`config.mk`:
```
export PLATFORM = sky130hd
export DESIGN_NAME = reorder_buffer_flat
export DESIGN_NICKNAME = d
export VERILOG_FILES = /design/src/rtl/reorder_buffer_if.sv /design/src/rtl/reorder_buffer.sv /design/src/flat_wrapper.sv
export SDC_FILE = /design/constraint.sdc
export NUM_CORES = 1
export LEC_CHECK = 0
export CAP_MARGIN = 20
export CORE_MARGIN = 1.5
export CORE_UTILIZATION = 30
export CTS_BUF_LIST = sky130_fd_sc_hd__clkbuf_2 sky130_fd_sc_hd__clkbuf_4 sky130_fd_sc_hd__clkbuf_8
export DETAILED_ROUTE_END_ITERATION = 10
export DONT_BUFFER_PORTS = 1
export GPL_ROUTABILITY_DRIVEN = 0
export PLACE_DENSITY = 0.49
export SYNTH_ARGS = -nofsm -noshare
export SYNTH_HDL_FRONTEND = slang
export SYNTH_SLANG_ARGS = --single-unit
```
`constraint.sdc`:
```
create_clock -name clk -period 6.5 [get_ports clk]
set_clock_uncertainty 0.1 [all_clocks]
set_input_delay 1.3 -clock clk [delete_from_list [all_inputs] [get_ports clk]]
set_output_delay 1.3 -clock clk [all_outputs]
set_load 0.02 [all_outputs]
```
`src/rtl/reorder_buffer_if.sv`:
```
// -----------------------------------------------------------------------------
// reorder_buffer_if
// Bundles every non-clock/reset signal of the reorder buffer.
//   master : decode/writeback side. Drives alloc_valid and wb_*. Receives
//            alloc_ready/alloc_id, the commit port, the exception port and count.
//   slave  : the reorder buffer itself (the reverse directions).
// Signals
//   alloc_valid / alloc_ready / alloc_id        : entry allocation handshake
//   wb_valid, wb_id, wb_addr, wb_data, wb_we,
//   wb_exc, wb_pc                               : writeback of one entry
//   commit_valid, commit_addr, commit_data,
//   commit_we                                   : registered register-file write
//   exc_valid, exc_pc                           : registered exception/flush
//   count                                       : occupied entries
// -----------------------------------------------------------------------------
interface reorder_buffer_if #(
    parameter int DEPTH  = 8,
    parameter int DATA_W = 16,
    parameter int REG_W  = 3,
    parameter int PC_W   = 16
);
    localparam int IDW = $clog2(DEPTH);

    logic              alloc_valid;
    logic              alloc_ready;
    logic [IDW-1:0]    alloc_id;

    logic              wb_valid;
    logic [IDW-1:0]    wb_id;
    logic [REG_W-1:0]  wb_addr;
    logic [DATA_W-1:0] wb_data;
    logic              wb_we;
    logic              wb_exc;
    logic [PC_W-1:0]   wb_pc;

    logic              commit_valid;
    logic [REG_W-1:0]  commit_addr;
    logic [DATA_W-1:0] commit_data;
    logic              commit_we;

    logic              exc_valid;
    logic [PC_W-1:0]   exc_pc;

    logic [IDW:0]      count;

    modport master (
        output alloc_valid,
        input  alloc_ready, alloc_id,
        output wb_valid, wb_id, wb_addr, wb_data, wb_we, wb_exc, wb_pc,
        input  commit_valid, commit_addr, commit_data, commit_we,
        input  exc_valid, exc_pc,
        input  count
    );

    modport slave (
        input  alloc_valid,
        output alloc_ready, alloc_id,
        input  wb_valid, wb_id, wb_addr, wb_data, wb_we, wb_exc, wb_pc,
        output commit_valid, commit_addr, commit_data, commit_we,
        output exc_valid, exc_pc,
        output count
    );
endinterface

```
`src/rtl/reorder_buffer.sv`:
```
// -----------------------------------------------------------------------------
// reorder_buffer
// Circular buffer of DEPTH in-flight instructions. Decode allocates at the
// tail, out-of-order writebacks mark entries done, and the head entry retires
// in order (at most one per cycle) once it is done. A retiring entry that
// raised an exception flushes the whole buffer.
// Ports
//   clk    : rising-edge clock
//   reset  : asynchronous active-low reset
//   rob    : reorder_buffer_if.slave (allocation, writeback, commit,
//            exception and occupancy signals)
// -----------------------------------------------------------------------------
module reorder_buffer #(
    parameter int DEPTH  = 8,
    parameter int DATA_W = 16,
    parameter int REG_W  = 3,
    parameter int PC_W   = 16
) (
    input  logic            clk,
    input  logic            reset,
    reorder_buffer_if.slave rob
);
    localparam int IDW = $clog2(DEPTH);
    localparam int CW  = IDW + 1;

    // Entry status (reset) and payload (not reset)
    logic [DEPTH-1:0]  busy_q, busy_d;
    logic [DEPTH-1:0]  done_q, done_d;
    logic [REG_W-1:0]  addr_q [DEPTH];
    logic [REG_W-1:0]  addr_d [DEPTH];
    logic [DATA_W-1:0] data_q [DEPTH];
    logic [DATA_W-1:0] data_d [DEPTH];
    logic [DEPTH-1:0]  we_q, we_d;
    logic [DEPTH-1:0]  exc_q, exc_d;
    logic [PC_W-1:0]   pc_q [DEPTH];
    logic [PC_W-1:0]   pc_d [DEPTH];

    logic [IDW-1:0]    head_q, head_d;
    logic [IDW-1:0]    tail_q, tail_d;
    logic [CW-1:0]     count_q, count_d;

    logic              commit_valid_q, commit_valid_d;
    logic [REG_W-1:0]  commit_addr_q, commit_addr_d;
    logic [DATA_W-1:0] commit_data_q, commit_data_d;
    logic              commit_we_q, commit_we_d;
    logic              exc_valid_q, exc_valid_d;
    logic [PC_W-1:0]   exc_pc_q, exc_pc_d;

    logic retire;
    logic retire_exc;
    logic alloc_fire;
    logic wb_fire;

    assign retire     = busy_q[head_q] && done_q[head_q];
    assign retire_exc = retire && exc_q[head_q];

    // Fullness comes from count alone: head == tail is both empty and full.
    // A pending flush blocks allocation so the new entry is not lost.
    assign rob.alloc_ready = (count_q != CW'(DEPTH)) && !retire_exc;
    assign alloc_fire      = rob.alloc_valid && rob.alloc_ready;
    // Writebacks in the flush cycle target entries that are about to vanish.
    assign wb_fire         = rob.wb_valid && busy_q[rob.wb_id] && !retire_exc;

    assign rob.alloc_id     = tail_q;
    assign rob.count        = count_q;
    assign rob.commit_valid = commit_valid_q;
    assign rob.commit_addr  = commit_addr_q;
    assign rob.commit_data  = commit_data_q;
    assign rob.commit_we    = commit_we_q;
    assign rob.exc_valid    = exc_valid_q;
    assign rob.exc_pc       = exc_pc_q;

    always_comb begin
        // NOTE: every signal gets a default first, so no path can infer a latch.
        busy_d         = busy_q;
        done_d         = done_q;
        addr_d         = addr_q;
        data_d         = data_q;
        we_d           = we_q;
        exc_d          = exc_q;
        pc_d           = pc_q;
        head_d         = head_q;
        tail_d         = tail_q;
        count_d        = count_q + CW'(alloc_fire) - CW'(retire);
        commit_valid_d = 1'b0;
        commit_addr_d  = commit_addr_q;
        commit_data_d  = commit_data_q;
        commit_we_d    = commit_we_q;
        exc_valid_d    = 1'b0;
        exc_pc_d       = exc_pc_q;

        if (alloc_fire) begin
            busy_d[tail_q] = 1'b1;
            done_d[tail_q] = 1'b0;
            tail_d         = tail_q + IDW'(1);
        end

        // The allocated slot is never busy, so it cannot collide with wb_id.
        if (wb_fire) begin
            done_d[rob.wb_id] = 1'b1;
            addr_d[rob.wb_id] = rob.wb_addr;
            data_d[rob.wb_id] = rob.wb_data;
            we_d[rob.wb_id]   = rob.wb_we;
            exc_d[rob.wb_id]  = rob.wb_exc;
            pc_d[rob.wb_id]   = rob.wb_pc;
        end

        // Retirement reads only registered state: a writeback at edge N is
        // first visible here in the cycle after N.
        if (retire) begin
            commit_valid_d = 1'b1;
            commit_addr_d  = addr_q[head_q];
            commit_data_d  = data_q[head_q];
            commit_we_d    = we_q[head_q] && !exc_q[head_q];
            busy_d[head_q] = 1'b0;
            done_d[head_q] = 1'b0;
            head_d         = head_q + IDW'(1);
        end

        if (retire_exc) begin
            exc_valid_d = 1'b1;
            exc_pc_d    = pc_q[head_q];
            busy_d      = '0;
            done_d      = '0;
            head_d      = '0;
            tail_d      = '0;
            count_d     = '0;
        end
    end

    // NOTE: sequential state uses non-blocking assignments only.
    always_ff @(posedge clk or negedge reset) begin
        if (!reset) begin
            busy_q         <= '0;
            done_q         <= '0;
            head_q         <= '0;
            tail_q         <= '0;
            count_q        <= '0;
            commit_valid_q <= 1'b0;
            commit_addr_q  <= '0;
            commit_data_q  <= '0;
            commit_we_q    <= 1'b0;
            exc_valid_q    <= 1'b0;
            exc_pc_q       <= '0;
        end else begin
            busy_q         <= busy_d;
            done_q         <= done_d;
            head_q         <= head_d;
            tail_q         <= tail_d;
            count_q        <= count_d;
            commit_valid_q <= commit_valid_d;
            commit_addr_q  <= commit_addr_d;
            commit_data_q  <= commit_data_d;
            commit_we_q    <= commit_we_d;
            exc_valid_q    <= exc_valid_d;
            exc_pc_q       <= exc_pc_d;
        end
    end

    // NOTE: payload storage has no reset; it is only read once busy and done
    // (both reset) mark the entry as holding a fresh writeback.
    always_ff @(posedge clk) begin
        addr_q <= addr_d;
        data_q <= data_d;
        we_q   <= we_d;
        exc_q  <= exc_d;
        pc_q   <= pc_d;
    end
endmodule

```
`src/flat_wrapper.sv`:
```
// flat-port wrapper written by rule: the top's interface ports become plain ports
module reorder_buffer_flat 
#(
    parameter int DEPTH  = 8,
    parameter int DATA_W = 16,
    parameter int REG_W  = 3,
    parameter int PC_W   = 16
)
  (clk, reset, rob_alloc_valid, rob_alloc_ready, rob_alloc_id, rob_wb_valid, rob_wb_id, rob_wb_addr, rob_wb_data, rob_wb_we, rob_wb_exc, rob_wb_pc, rob_commit_valid, rob_commit_addr, rob_commit_data, rob_commit_we, rob_exc_valid, rob_exc_pc, rob_count);
  reorder_buffer_if #(.DEPTH(DEPTH), .DATA_W(DATA_W), .REG_W(REG_W), .PC_W(PC_W)) rob_i ();
  input  logic clk;
  input  logic reset;
  input wire logic [$bits(rob_i.alloc_valid)-1:0] rob_alloc_valid;
  output wire logic [$bits(rob_i.alloc_ready)-1:0] rob_alloc_ready;
  output wire logic [$bits(rob_i.alloc_id)-1:0] rob_alloc_id;
  input wire logic [$bits(rob_i.wb_valid)-1:0] rob_wb_valid;
  input wire logic [$bits(rob_i.wb_id)-1:0] rob_wb_id;
  input wire logic [$bits(rob_i.wb_addr)-1:0] rob_wb_addr;
  input wire logic [$bits(rob_i.wb_data)-1:0] rob_wb_data;
  input wire logic [$bits(rob_i.wb_we)-1:0] rob_wb_we;
  input wire logic [$bits(rob_i.wb_exc)-1:0] rob_wb_exc;
  input wire logic [$bits(rob_i.wb_pc)-1:0] rob_wb_pc;
  output wire logic [$bits(rob_i.commit_valid)-1:0] rob_commit_valid;
  output wire logic [$bits(rob_i.commit_addr)-1:0] rob_commit_addr;
  output wire logic [$bits(rob_i.commit_data)-1:0] rob_commit_data;
  output wire logic [$bits(rob_i.commit_we)-1:0] rob_commit_we;
  output wire logic [$bits(rob_i.exc_valid)-1:0] rob_exc_valid;
  output wire logic [$bits(rob_i.exc_pc)-1:0] rob_exc_pc;
  output wire logic [$bits(rob_i.count)-1:0] rob_count;
  assign rob_i.alloc_valid = rob_alloc_valid;
  assign rob_alloc_ready = rob_i.alloc_ready;
  assign rob_alloc_id = rob_i.alloc_id;
  assign rob_i.wb_valid = rob_wb_valid;
  assign rob_i.wb_id = rob_wb_id;
  assign rob_i.wb_addr = rob_wb_addr;
  assign rob_i.wb_data = rob_wb_data;
  assign rob_i.wb_we = rob_wb_we;
  assign rob_i.wb_exc = rob_wb_exc;
  assign rob_i.wb_pc = rob_wb_pc;
  assign rob_commit_valid = rob_i.commit_valid;
  assign rob_commit_addr = rob_i.commit_addr;
  assign rob_commit_data = rob_i.commit_data;
  assign rob_commit_we = rob_i.commit_we;
  assign rob_exc_valid = rob_i.exc_valid;
  assign rob_exc_pc = rob_i.exc_pc;
  assign rob_count = rob_i.count;
  reorder_buffer #(.DEPTH(DEPTH), .DATA_W(DATA_W), .REG_W(REG_W), .PC_W(PC_W)) u_core (.clk(clk), .reset(reset), .rob(rob_i));
endmodule
```
Word-level counts from Yosys, hierarchy flattened:

Cells that the tools add are included.
Widths: inputs -> output; s select.

* add/subtract/negate cells: 4
* $mul: 0
* div/mod/pow operators: 0
* magnitude comparators: 9
* equal/unequal tests: 1
* shifts and indexed selects: 0
* muxes and demuxes: 48
* bitwise gates (word level): 9
* reduce and logical (&&, ||, !) cells: 15

Operators with widths (count)
* $bwmux 128: 2
* $bmux 16 s3: 2
* $mux 16: 5
* $mux 8: 7
* $demux 16 s3: 1
* $and 8x8->8: 3
* $bwmux 24: 1
* $mux 3: 7
* $bwmux 8: 2
* $not 8->8: 2
* $or 8x8->8: 2
* $bmux 1 s3: 5
* $lt 3x4->1 const B: 3
* $logic_and 1x1->1: 11
* $mux 1: 10
* $bmux 3 s3: 1
* $demux 1 s3: 3
* $demux 3 s3: 1
* $ge 3x1->1 const B: 3
* $ge 4x4->1 const B: 2
* $not 3->4: 2
* $add 3x1->3 const B: 2
* $add 4x1->4: 1
* $lt 4x1->1 const B: 1
* 5 further kinds: 7

* register bits after elaboration: 360
* bits in latches: 0
* RAM bits: 0
* memory bits (read-only): 0
* input bits: 44
* output and inout port bits: 46
* logic and storage cells: 123
* memories: 0

Logic depth before layout (Yosys ltp):

Gate-level depths: netlist of the first run.

* word-level depth: 13
* gate-level depth with buffers: 14
* gate-level depth less buffers: 11

Worst setup path after synthesis of the first run:

Ideal clock, no wire load.

* kind: input port to flip-flop
* from: in rob_wb_valid
* to: reg u_core.addr_q[18] in the netlist's numbering (enable)
* setup time: 431 ps
* data arrival time: 3154 ps
* data required time: 5969 ps
* path slack: 2815 ps
* cell stages on the path: 3
* path buffers: 0
* cell sequence: nor2b_1 -> o21ai_0 -> nor2_1

* longest elaborated chain between the ends: 2

Ends and longest elaborated chain
* start, declared: RTL line flat_wrapper.sv:16 `input wire logic [$bits(rob_i.wb_valid)-1:0] rob_wb_valid;`
* $logic_and 1x1->1 (2 in series): RTL line reorder_buffer.sv:62 `assign wb_fire = rob.wb_valid && busy_q[rob.wb_id] && !retire_exc;`
* end signal, assigned: RTL line reorder_buffer.sv:163 `addr_q <= addr_d;`
* end, declared: RTL line reorder_buffer.sv:29 `logic [REG_W-1:0] addr_q [DEPTH];`

No other way between the ends.
A chain may end at the register's enable or synchronous reset.

Worst setup path after layout of the first run:

* from: reg u_core.head_q[1]
* to: out rob_alloc_ready

* longest elaborated chain between the ends: 6
* elaborated cells between the ends (all ways): 10
* those cells by class: mux (6); reduce/logical (4)

Ends and longest elaborated chain
* start, declared: RTL line reorder_buffer.sv:38 `logic [IDW-1:0] head_q, head_d;`
* start signal, assigned: RTL line reorder_buffer.sv:136 `head_q <= '0;`
* start signal, assigned: RTL line reorder_buffer.sv:148 `head_q <= head_d;`
* $bmux 1 s3: RTL line reorder_buffer.sv:54 `assign retire = busy_q[head_q] && done_q[head_q];`
* $mux 1 (implied by the code): RTL line reorder_buffer.sv:54
* $logic_and 1x1->1: RTL line reorder_buffer.sv:54
* $logic_and 1x1->1 *: RTL line reorder_buffer.sv:55 `assign retire_exc = retire && exc_q[head_q];`
* $logic_not 1->1 *: RTL line reorder_buffer.sv:59 `assign rob.alloc_ready = (count_q != CW'(DEPTH)) && !retire_exc;`
* $logic_and 1x1->1 *: RTL line reorder_buffer.sv:59
* end, declared: RTL line flat_wrapper.sv:14 `output wire logic [$bits(rob_i.alloc_ready)-1:0] rob_alloc_ready;`

Every way passes the cells marked *; elsewhere a longest branch is shown, timed or not. The select of a mux whose other input is x is not followed.

==> results of run 1 <==
[cells by family after synthesis]
family,share of synthesized area (%)
flops,73.8
compound gates,8.78
simple gates,4.57
mux,9.66
buf+inv,2.22
fa+ha+maj,0.757
xor+xnor,0.246
[final timing paths]
check | from | to | slack, ns | cells after the start
worst max-delay path | u_core.head_q[1]$_DFFE_PN0P_ | rob_alloc_ready | 1.90 | 6
worst min-delay path | reset | u_core.rob.commit_data[9]$_DFFE_PN0N_ | 0.27 | 0
worst max register to register | u_core.head_q[1]$_DFFE_PN0P_ | u_core.data_q[127]$_DFFE_PP_ | 2.59 | 7
worst min register to register | u_core.busy_q[1]$_DFF_PN0_ | u_core.busy_q[1]$_DFF_PN0_ | 0.44 | 1
max in group asynchronous | reset | u_core.rob.commit_data[10]$_DFFE_PN0N_ | 5.89 | 0
min in group clk | u_core.busy_q[1]$_DFF_PN0_ | u_core.busy_q[1]$_DFF_PN0_ | 0.44 | 1
[through the flow]
stage | utilization, % | hold WS [ns] | power [W] | std cells
floorplan | - | 0.382 | 0.00455 | 865
global placement | 31.9 | 0.413 | 0.00513 | 1440
detailed placement | 31.9 | 0.427 | 0.00514 | 1440
CTS | 34.6 | 0.213 | 0.00720 | 1547
global route | 34.7 | 0.212 | 0.00751 | 1549
finish | 34.7 | 0.267 | 0.00711 | 1549
[worst max-delay path: stages (launching register included)]
cell and delay [ns]:
dfrtp_4 0.60, inv_1 0.58, nand4_1 0.27, nand4_4 0.17
buf_4 0.56, nor2_4 0.05, nor2_1 0.34
[cells in the mapped netlist, types with 8 or more instances]
master	count	area, um^2
nor2_1	42	158
o22ai_1	10	62.6
nor2b_1	8	50.1
a221oi_1	20	175
mux4_2	22	495
mux2i_1	27	270
o21ai_0	46	230
clkbuf_1	18	67.6
nand2_1	67	251
a22o_1	9	78.8
inv_1	12	45.0
edfxtp_1	296	8890
buf_2	21	105
dfrtp_1	64	1600
mux2_2	48	541
a22oi_1	25	188
a31oi_1	8	50.1
a21oi_1	30	150
[where the power goes]
part | internal (W) | switching [W]
logic | 0.000742 | 0.00111
clock network | 0.00115 | 0.000892
registers | 0.00276 | 0.000457
total | 0.00464 | 0.00246
[sequential cells by signal (all words and copies together), names as in the netlist]
register,flops
u_core.pc_q,128
u_core.rob.commit_data,16
u_core.data_q,128
u_core.exc_q,8
u_core.we_q,8
u_core.rob.exc_valid,1
u_core.rob.commit_valid,1
u_core.addr_q,24
u_core.rob.commit_addr,3
u_core.busy_q,8
u_core.head_q,3
u_core.rob.count,4
u_core.rob.commit_we,1
u_core.rob.exc_pc,16
u_core.rob.alloc_id,3
u_core.done_q,8
[area by class of cell]
type	count	area (um^2)	area share, %
Timing Repair Buffer	22	178	1.10
Clock buffer	94	1130	6.99
Clock inverter	13	110	0.681
Multi-Input combinational cell	439	3440	21.3
Sequential cell	360	10500	64.9
Inverter	14	52.6	0.325
Tap cell	607	759	4.70
[per-layer routing]
| layer | vias up | GRT usage, % | wire [um] |
|---|---|---|---|
| li1 | 3433 | - | - |
| met5 | - | 0 | 0 |
| met4 | 0 | 3.94 | 667 |
| met2 | 231 | 23.3 | 16600 |
| met1 | 3897 | 20.2 | 15800 |
| met3 | 55 | 4.04 | 2610 |
==> run summary, run 1 <==
Core Area - 0.0467 mm^2
total number of vias - 7616
Post-CTS Hold Fix Bufs - 0
Seq cells post-synth - 360
RSZ-0062 raised after global routing - no
I/O pin total - 90
setup TNS - 0 ns
Hold WC Path Type - input port to async pin
Place WS - 2.49 ns
clock latency on the worst-skew pair - 0.63 ns
cell area after synthesis - 0.0142 mm^2
vias in the first global route - 8005
most frequent cells in the layout - 296 x edfxtp_1, 68 x clkbuf_8, 67 x nand2_1, 61 x dfrtp_1, 48 x mux2_2
Num CTS Buffers - 57
CP Launch Type - register
All-Layer GR Usage - 14.8%
min Tclk post-route - 4.60 ns
main flop type after synthesis - edfxtp_1
worst-case clock buffer depth - 3
final slew viol count - 0
WL final - 35700 um
max cap viols - 0
clock slew at reported path FFs - 0.07 ns
Setup violations, final - 0
leakage - 5.48 nW
sequential area share after synthesis - 73.8%
status - finished, violations left
Antenna Cells - 0
row count - 79
design area - 0.0162 mm^2
routed len/inst - 23.0 um
initial core utilization - 30.5%
DR pass1 iterations - 8
area overhead of the layout relative to synthesis - 13.7%
Tightest Pin Transition - 1.05 ns
CP max FO - 61
CP arrival - 3.20 ns
HPWL after DPL - 20300 um
pin count of the biggest net entering global routing - 65
failing checks - design-rule violations
final worst slack - 1.90 ns
Vias/cell - 4.92
initial antenna violation count - 0
Iter 0 DRT Violations - 551
die width - 221 um
Setup Buffers After CTS - 0
DR DRC count - 20
maximum vdd ir drop - 0.000240 V
Root Buffer - clkbuf_8
DP Area - 0.0149 mm^2
Post-synth EDFFs - 296
Rel. slew slack - 30.0%
fraction of layout cells with a size suffix above 1 - 23.5%
IO buf count - 0
Synthesis Warnings - 0
fraction of registers with async set/reset - 17.8%
crit share post-route - 70.8%
Die H - 221 um
Worst Path Class, Setup - register to primary output
syn_area_per_cell - 16.4 um^2
syn nets - 917
DRT antenna net count - 0
TritonCTS clock tree - done
commonest non-fill, non-tap cell in the layout - edfxtp_1
total congestion overflow - 0
count of cell types in the netlist - 57
CTS Sinks - 360
# nets final - 946
endpoints failing hold - 0
Filler cells - 4496
CP required - 5.10 ns
H-tree depth - 2
Syn Inst Count - 865
Max Clk Rate - 217 MHz
Die ar. - 0.0487 mm^2
critical path endpoint category - primary output
first-pass GRT wire length - 52900 um
power density cells - 439 mW/mm^2
post_cts resized - 0
No activity file was read; power rests on OpenSTA's default activity.
==> run 2: changes to the inputs <==
- PLACE_DENSITY: 0.49 -> 0.5
- clock period: 6.5 -> 4.2 ns (I/O delays scaled with it)
==> run 2 against run 1 <==
The flow still finishes with violations (design-rule violations). Sequential share of layout area is 0.83 points lower. Die area did not move. Register-to-register slack worse by 1.4 ns. Sequential power increased by 53%. Clock power is 56% higher.
==> run summary, run 2 (synthesis gave the netlist of run 1 again) <==
status - finished, violations left
failing checks - design-rule violations
TritonCTS clock tree - done
Worst Path Class, Setup - register to primary output
CTS Sinks - 360
final worst slack - 0.593 ns
Die H - 221 um
DR DRC count - 7
DR pass1 iterations - 8
RSZ-0062 raised after global routing - no
final std cells w/o fill - 1566
I/O pin total - 90
max cap viols - 0
max incr delay on CP - 0.61 ns
final slew viol count - 0
Worst path top cell family by delay - multiplexers
Num CTS Buffers - 59
Rel. slew slack - 54.2%
vias in the first global route - 8065
setup TNS - 0 ns
DRT antenna net count - 0
Place WS - 1.17 ns
routed len/inst - 22.9 um
worst-case clock buffer depth - 3
clock slew at reported path FFs - 0.07 ns
post_cts resized - 0
crit share post-route - 85.9%
Setup violations, final - 0
min Tclk post-route - 3.61 ns
leakage - 5.57 nW
critical path buffer and inverter count - 0
die width - 221 um
# nets final - 960
row count - 79
hold path depth - 0
Hold WC Path Type - input port to register
Vias/cell - 4.90
Filler cells - 4473
HPWL after DPL - 20800 um
most frequent cells in the layout - 296 x edfxtp_1, 67 x nand2_1, 67 x clkbuf_8, 61 x dfrtp_1, 48 x mux2_2
Iter 0 DRT Violations - 556
initial antenna violation count - 0
critical path endpoint category - primary output
Worst path depth - 4
Core Area - 0.0467 mm^2
area overhead of the layout relative to synthesis - 15.2%
All-Layer GR Usage - 14.9%
worst r2r path cells - 5
worst-path cell chain - mux4_2 -> mux2i_4 -> nor2_4 -> nor2_1
DP Cell Count - 1452
first-pass GRT wire length - 52900 um
Setup Buffers After CTS - 0
H-tree depth - 2
Util after Layout - 35.1%
Root Buffer - clkbuf_8
IO buf count - 0
CP Launch Type - register
maximum vdd ir drop - 0.000289 V
Slowest-stage cell, CP - dfrtp_4
Antenna Cells - 0
pin count of the biggest net entering global routing - 65
commonest non-fill, non-tap cell in the layout - edfxtp_1
clock latency on the worst-skew pair - 0.64 ns
Die ar. - 0.0487 mm^2
Tightest Pin Transition - 0.687 ns
CP max FO - 21
Max Clk Rate - 277 MHz
endpoints failing hold - 0
initial core utilization - 30.5%
total number of vias - 7667
PnR Total Power - 0.0111 W
CP arrival - 2.67 ns
fraction of layout cells with a size suffix above 1 - 24.1%
total congestion overflow - 0
CP required - 3.26 ns
biggest regs - u_core.data_q: 128 flops, u_core.pc_q: 128 flops, u_core.addr_q: 24 flops
power density cells - 679 mW/mm^2
WL final - 35800 um
run 2: area by class of cell:
type                            count  area (um^2)  share of cell area [%]
Sequential cell                   360        10500                    64.1
Multi-Input combinational cell    439         3440                    21.0
Clock buffer                       94         1120                    6.87
Tap cell                          607          759                    4.64
Timing Repair Buffer               34          378                    2.31
Clock inverter                     18          126                   0.771
Inverter                           14         52.6                   0.321
run 2: worst register-to-register path, delay by kind of cell, from the launching register on:
kind,cells,cell delay [ns]
muxes,2,0.98
DFF,1,0.61
and+or+nand+nor,1,0.39
AOI/OAI and AO/OA,1,0.30
buffers and inverters,1,0.28
run 2: worst paths after layout:
kind,start,endpoint,slack [ns]
max,u_core.head_q[0]$_DFFE_PN0P_,rob_alloc_ready,0.59
min reg2reg,u_core.data_q[112]$_DFFE_PP_,u_core.rob.commit_data[0]$_DFFE_PN0N_,0.44
max in group asynchronous,reset,u_core.head_q[1]$_DFFE_PN0P_,2.93
min,rob_wb_data[15],u_core.data_q[63]$_DFFE_PP_,0.19
max reg2reg,u_core.head_q[0]$_DFFE_PN0P_,u_core.pc_q[111]$_DFFE_PP_,1.21
min in group asynchronous,reset,u_core.rob.commit_valid$_DFF_PN0_,0.68
run 2: power by group:
group	switching (W)	internal [W]	total (W)
combinational	0.00182	0.00121	0.00303
clock	0.00142	0.00177	0.00318
sequential	0.000647	0.00427	0.00491
run 2: layer usage:
layer	wire [um]	up-vias	GRT usage, %	share of wire (%)
met4	548	0	3.60	1.5
met1	16200	3944	19.9	45
met3	2320	52	4.05	6.5
met2	16800	202	23.9	47
met5	0	-	0	0
li1	-	3469	-	-
run 2: timing repair:
action / in CTS / in global routing
endpoints found under the setup margin: 0 / 0
hold endpoints to repair: 64 / 0
hold buffers: 2 / 0
run 2: metrics by stage:
| step | instance area (um^2) | hold slack [ns] |
|---|---|---|
| finish | 16400 | 0.187 |
| global route | 16400 | 0.145 |
| CTS | 16400 | 0.147 |
| detailed placement | 15100 | 0.425 |
| global placement | 15100 | 0.393 |
| floorplan | 14200 | 0.382 |
==> run 3: changes to the inputs <==
- DONT_BUFFER_PORTS: 1 -> default
- PLACE_DENSITY: 0.5 -> 0.53
==> run 3 against run 2 <==
The run still ends with design-rule violations left. Sequential cell count unchanged. Die area unchanged. Sequential share of layout area down 2.6 points. Combinational power up 26%. Non-clock buffer count up 85. First-iteration DRC count up 5.2%. Largest power group unchanged.
==> run summary, run 3 (synthesis gave the netlist of run 1 again) <==
setup TNS - 0 ns
initial core utilization - 30.5%
Core Area - 0.0467 mm^2
IO buf count - 89
worst-case clock buffer depth - 3
DR pass1 iterations - 8
vias in the first global route - 8164
fraction of layout cells with a size suffix above 1 - 21.7%
All-Layer GR Usage - 14.7%
Die ar. - 0.0487 mm^2
CP Launch Point - u_core.head_q[0]$_DFFE_PN0P_
Iter 0 DRT Violations - 585
DP Area - 0.0159 mm^2
total number of vias - 7997
leakage - 5.83 nW
Post-CTS Hold Fix Bufs - 0
min Tclk post-route - 3.90 ns
Num CTS Buffers - 56
Root Buffer - clkbuf_8
most frequent cells in the layout - 296 x edfxtp_1, 88 x clkdlybuf4s50_1, 67 x nand2_1, 61 x dfrtp_1, 60 x clkbuf_8
post_cts resized - 0
total congestion overflow - 0
HPWL after DPL - 20300 um
WHS - 0.293 ns
CP Launch Type - register
power density cells - 663 mW/mm^2
clock slew at reported path FFs - 0.06 ns
maximum vdd ir drop - 0.000368 V
CP max FO - 25
pin count of the biggest net entering global routing - 65
Setup violations, final - 0
endpoints failing hold - 0
die width - 221 um
clock latency on the worst-skew pair - 0.61 ns
DRT antenna net count - 0
RSZ-0062 raised after global routing - no
Worst Path Class, Setup - register to primary output
Rel. slew slack - 29.5%
CP arrival - 2.96 ns
Max Clk Rate - 256 MHz
biggest regs - u_core.data_q: 128 flops, u_core.pc_q: 128 flops, u_core.addr_q: 24 flops
routed len/inst - 21.8 um
# nets final - 1043
critical path endpoint category - primary output
H-tree depth - 2
max cap viols - 0
WL final - 35900 um
Tightest Pin Transition - 1.06 ns
final slew viol count - 0
status - finished, violations left
initial antenna violation count - 1
Hold WC Path Type - input port to async pin
failing checks - design-rule violations
Die H - 221 um
first-pass GRT wire length - 52800 um
CP required - 3.26 ns
area overhead of the layout relative to synthesis - 20.1%
TritonCTS clock tree - done
Antenna Cells - 0
R2R Path Start - u_core.head_q[0]$_DFFE_PN0P_
I/O pin total - 90
DR DRC count - 8
commonest non-fill, non-tap cell in the layout - edfxtp_1
row count - 79
crit share post-route - 93.0%
design area - 0.0171 mm^2
Vias/cell - 4.86
CTS Sinks - 360
-- run 3: changes by cell type in the layout (fill, tap and decap cells not counted), moves of 2 or more --
cell | previous run | this run
buf_12 | 8 | 6
clkbuf_4 | 27 | 29
clkbuf_8 | 67 | 60
clkdlybuf4s50_1 | 0 | 88
-- run 3: through the flow --
step	util [%]	total power (W)	setup WS, ns	cells
5_1_grt	36.6	0.0119	0.153	1645
3_5_place_dp	34.2	0.00850	0.566	1539
4_1_cts	36.6	0.0115	0.0433	1644
6_report	36.6	0.0113	0.296	1645
2_1_floorplan	-	0.00704	0.648	865
3_3_place_gp	34.2	0.00847	0.658	1539
-- run 3: where the power goes --
part,internal (W),total [W],switching (W)
clock network,0.00158,0.00293,0.00136
registers,0.00427,0.00458,0.000307
logic,0.00158,0.00381,0.00223
total,0.00743,0.0113,0.00389
-- run 3: repair_timing --
| item | in CTS | in global routing |
|---|---|---|
| buffers inserted | 0 | 0 |
| setup endpoints to repair | 0 | 1 |
| endpoints found under the hold margin | 0 | 0 |
-- run 3: final cells by class --
type,instances,area [um^2]
clock buffers,89,1040
clock inverters,16,82.6
fillers,4486,29600
inverters,14,52.6
multi-input cells,440,3450
flip-flops and latches,360,10500
well taps,607,759
repair buffers,119,1190
-- run 3: critical path: stages (launching register included) --
cell             delay [ns]
dfrtp_4                0.62
mux4_2                 0.60
mux2i_4                0.25
nor2_4                 0.16
nor2_1                 0.13
clkdlybuf4s50_1        0.60
-- run 3: layer usage --
metal  GRT usage [%]  wire, um  vias up
met5               0        13        -
met4            3.69       561        2
met3            2.78      1810       52
met2            23.4     16800      210
met1            20.7     16700     4096
li1                -         -     3637
-- run 3: worst paths after layout --
check / endpoint / slack, ns / cells after the start
worst min-delay path: u_core.busy_q[6]$_DFF_PN0_ / 0.29 / 1
max in group asynchronous: u_core.head_q[0]$_DFFE_PN0P_ / 2.98 / 1
worst max-delay path: rob_alloc_ready / 0.30 / 5
min in group clk: u_core.rob.commit_data[14]$_DFFE_PN0N_ / 0.39 / 2
worst max register to register: u_core.rob.count[2]$_DFF_PN0_ / 0.57 / 11
worst min register to register: u_core.rob.commit_data[14]$_DFFE_PN0N_ / 0.39 / 2
==> variant: new RTL, flow settings as in run 2 <==
`DATA_W` is set to 16 in 3 places; all go to 14.
--- a/src/rtl/reorder_buffer_if.sv
+++ b/src/rtl/reorder_buffer_if.sv
@@ -17,3 +17,3 @@
     parameter int DEPTH  = 8,
-    parameter int DATA_W = 16,
+    parameter int DATA_W = 14,
     parameter int REG_W  = 3,
--- a/src/rtl/reorder_buffer.sv
+++ b/src/rtl/reorder_buffer.sv
@@ -14,3 +14,3 @@
     parameter int DEPTH  = 8,
-    parameter int DATA_W = 16,
+    parameter int DATA_W = 14,
     parameter int REG_W  = 3,
--- a/src/flat_wrapper.sv
+++ b/src/flat_wrapper.sv
@@ -4,3 +4,3 @@
     parameter int DEPTH  = 8,
-    parameter int DATA_W = 16,
+    parameter int DATA_W = 14,
     parameter int REG_W  = 3,
Ports: changed (resized rob_commit_data and rob_wb_data); port bits go from 90 to 86. The function was not compared with the original's and may differ.
==> variant against run 2 <==
Critical path depth is 2 higher; total power is 5.2% lower; worst setup slack lost 0.079 ns; area after synthesis shrank 4.8%; sequential cell count decreased by 18; cell area fell by 4.6%; wire length decreased by 5.3%; clock power is 4% lower.
==> variant: results (changes against run 2) <==
| Metric | Value |
|---|---|
| Compound-Gate Fraction of Synth Area | 9.73% (+0.95 points) |
| CP max stage delay | 0.71 ns (+0.10 ns) |
| Vias per inst | 4.92 (+0.57%) |
| Gr usage total | 14.8% (-0.067 points) |
| TritonCTS Buffers | 56 (-5.1%) |
| Peak supply drop | 364 uV (+26%) |
| Met2 usage | 22.1% (-1.8 points) |
| Reg-to-reg slack, setup | 0.85 ns (-0.36 ns) |
| Register area share after synthesis | 73.5% (-0.22 points) |
| Worst r2r src | u_core.head_q[2] |
| Detailed-routed wire length on met2 | 15200 um (-9.6%) |
| Synth cell count leaders | edfxtp_1, nor2_1, a21oi_1, dfrtp_1, nand2_1 |
| Multi-input gates | 437 (-0.46%) |
| Tightest Pin Transition | 0.920 ns (+0.234 ns) |
| Xor and xnor area share after synthesis | 0.259% (+0.012 points) |
| CP max-delay cell | dfrtp_2 |
| Met3 Use GR | 4.81% (+0.75 points) |
| CP delay by family, top | simple AND/OR/NAND/NOR gates |
| Crit path DAT | 2.75 ns (+0.08 ns) |
| Largest net degree at the start of global routing | 63 (-3.1%) |
| NonClk Buf Share | 2.27% (-0.033 points) |
| Asr flop ratio synth | 18.1% (+0.35 points) |
| Share of layout cells above drive strength 1 | 21.7% (-2.4 points) |
| Leakage | 0.00514 uW (-7.7%) |
| Main area contributors after synthesis | edfxtp_1, dfrtp_1, mux2_2, mux2i_1, a21oi_1 |
| Reg area | 9970 um^2 (-5.1%) |
| First-pass GRT wire length | 51100 um (-3.4%) |
| Wire length on met3 | 2490 um (+7.3%) |
| Fraction of synthesized area in multiplexers | 7.68% (-2.0 points) |
| Clkbuf count | 97 (+3.2%) |
| Area of the multi-input gates | 3330 um^2 (-3.3%) |
| Non-CTS inverters | 10 (-4) |
| Status | finished clean |
| Met1 usage | 20.2% (+0.27 points) |
| R2R cell count | 7 (+2) |
| Met1 wire length | 15400 um (-4.9%) |
| FILL cells | 4191 (-6.3%) |
| EDFF count, synth | 280 (-5.4%) |
| Final HPWL from detailed placement | 18900 um (-9.2%) |
| DR pass1 iterations | 4 (-4) |
| HP Start | rob_wb_pc[1] |
| Worst Path Max Fanout | 22 (+4.8%) |
| Final wirelength | 33900 um (-5.3%) |
-- variant: cell count changes after synthesis, sizes merged, moves of 7 or more --
cell     change
o221ai       +7
a2bb2oi      +8
a21oi       +32
nor2        +22
edfxtp      -16
nand2       -21
mux4         -8
o21a        +11
o21ai       -34
a22oi       -12
mux2        -18
-- variant: power breakdown --
part           switching [uW]  leakage [uW]  internal [uW]
clock                    1330      0.000643           1710
sequential                645       0.00326           4090
combinational            1700       0.00124           1080
total                    3670       0.00514           6880
-- variant: per-stage QoR --
step / instance area [um^2] / std cells / power, uW / worst slack [ns] / utilization [%]
2_1_floorplan: 13500 / 843 / 6680 / 0.764 / -
6_report: 15600 / 1518 / 10500 / 0.514 / 35.2
3_3_place_gp: 14400 / 1410 / 7590 / 0.903 / 32.4
3_5_place_dp: 14400 / 1410 / 7610 / 0.825 / 32.4
5_1_grt: 15600 / 1518 / 11200 / 0.373 / 35.2
4_1_cts: 15600 / 1518 / 10700 / 0.460 / 35.2
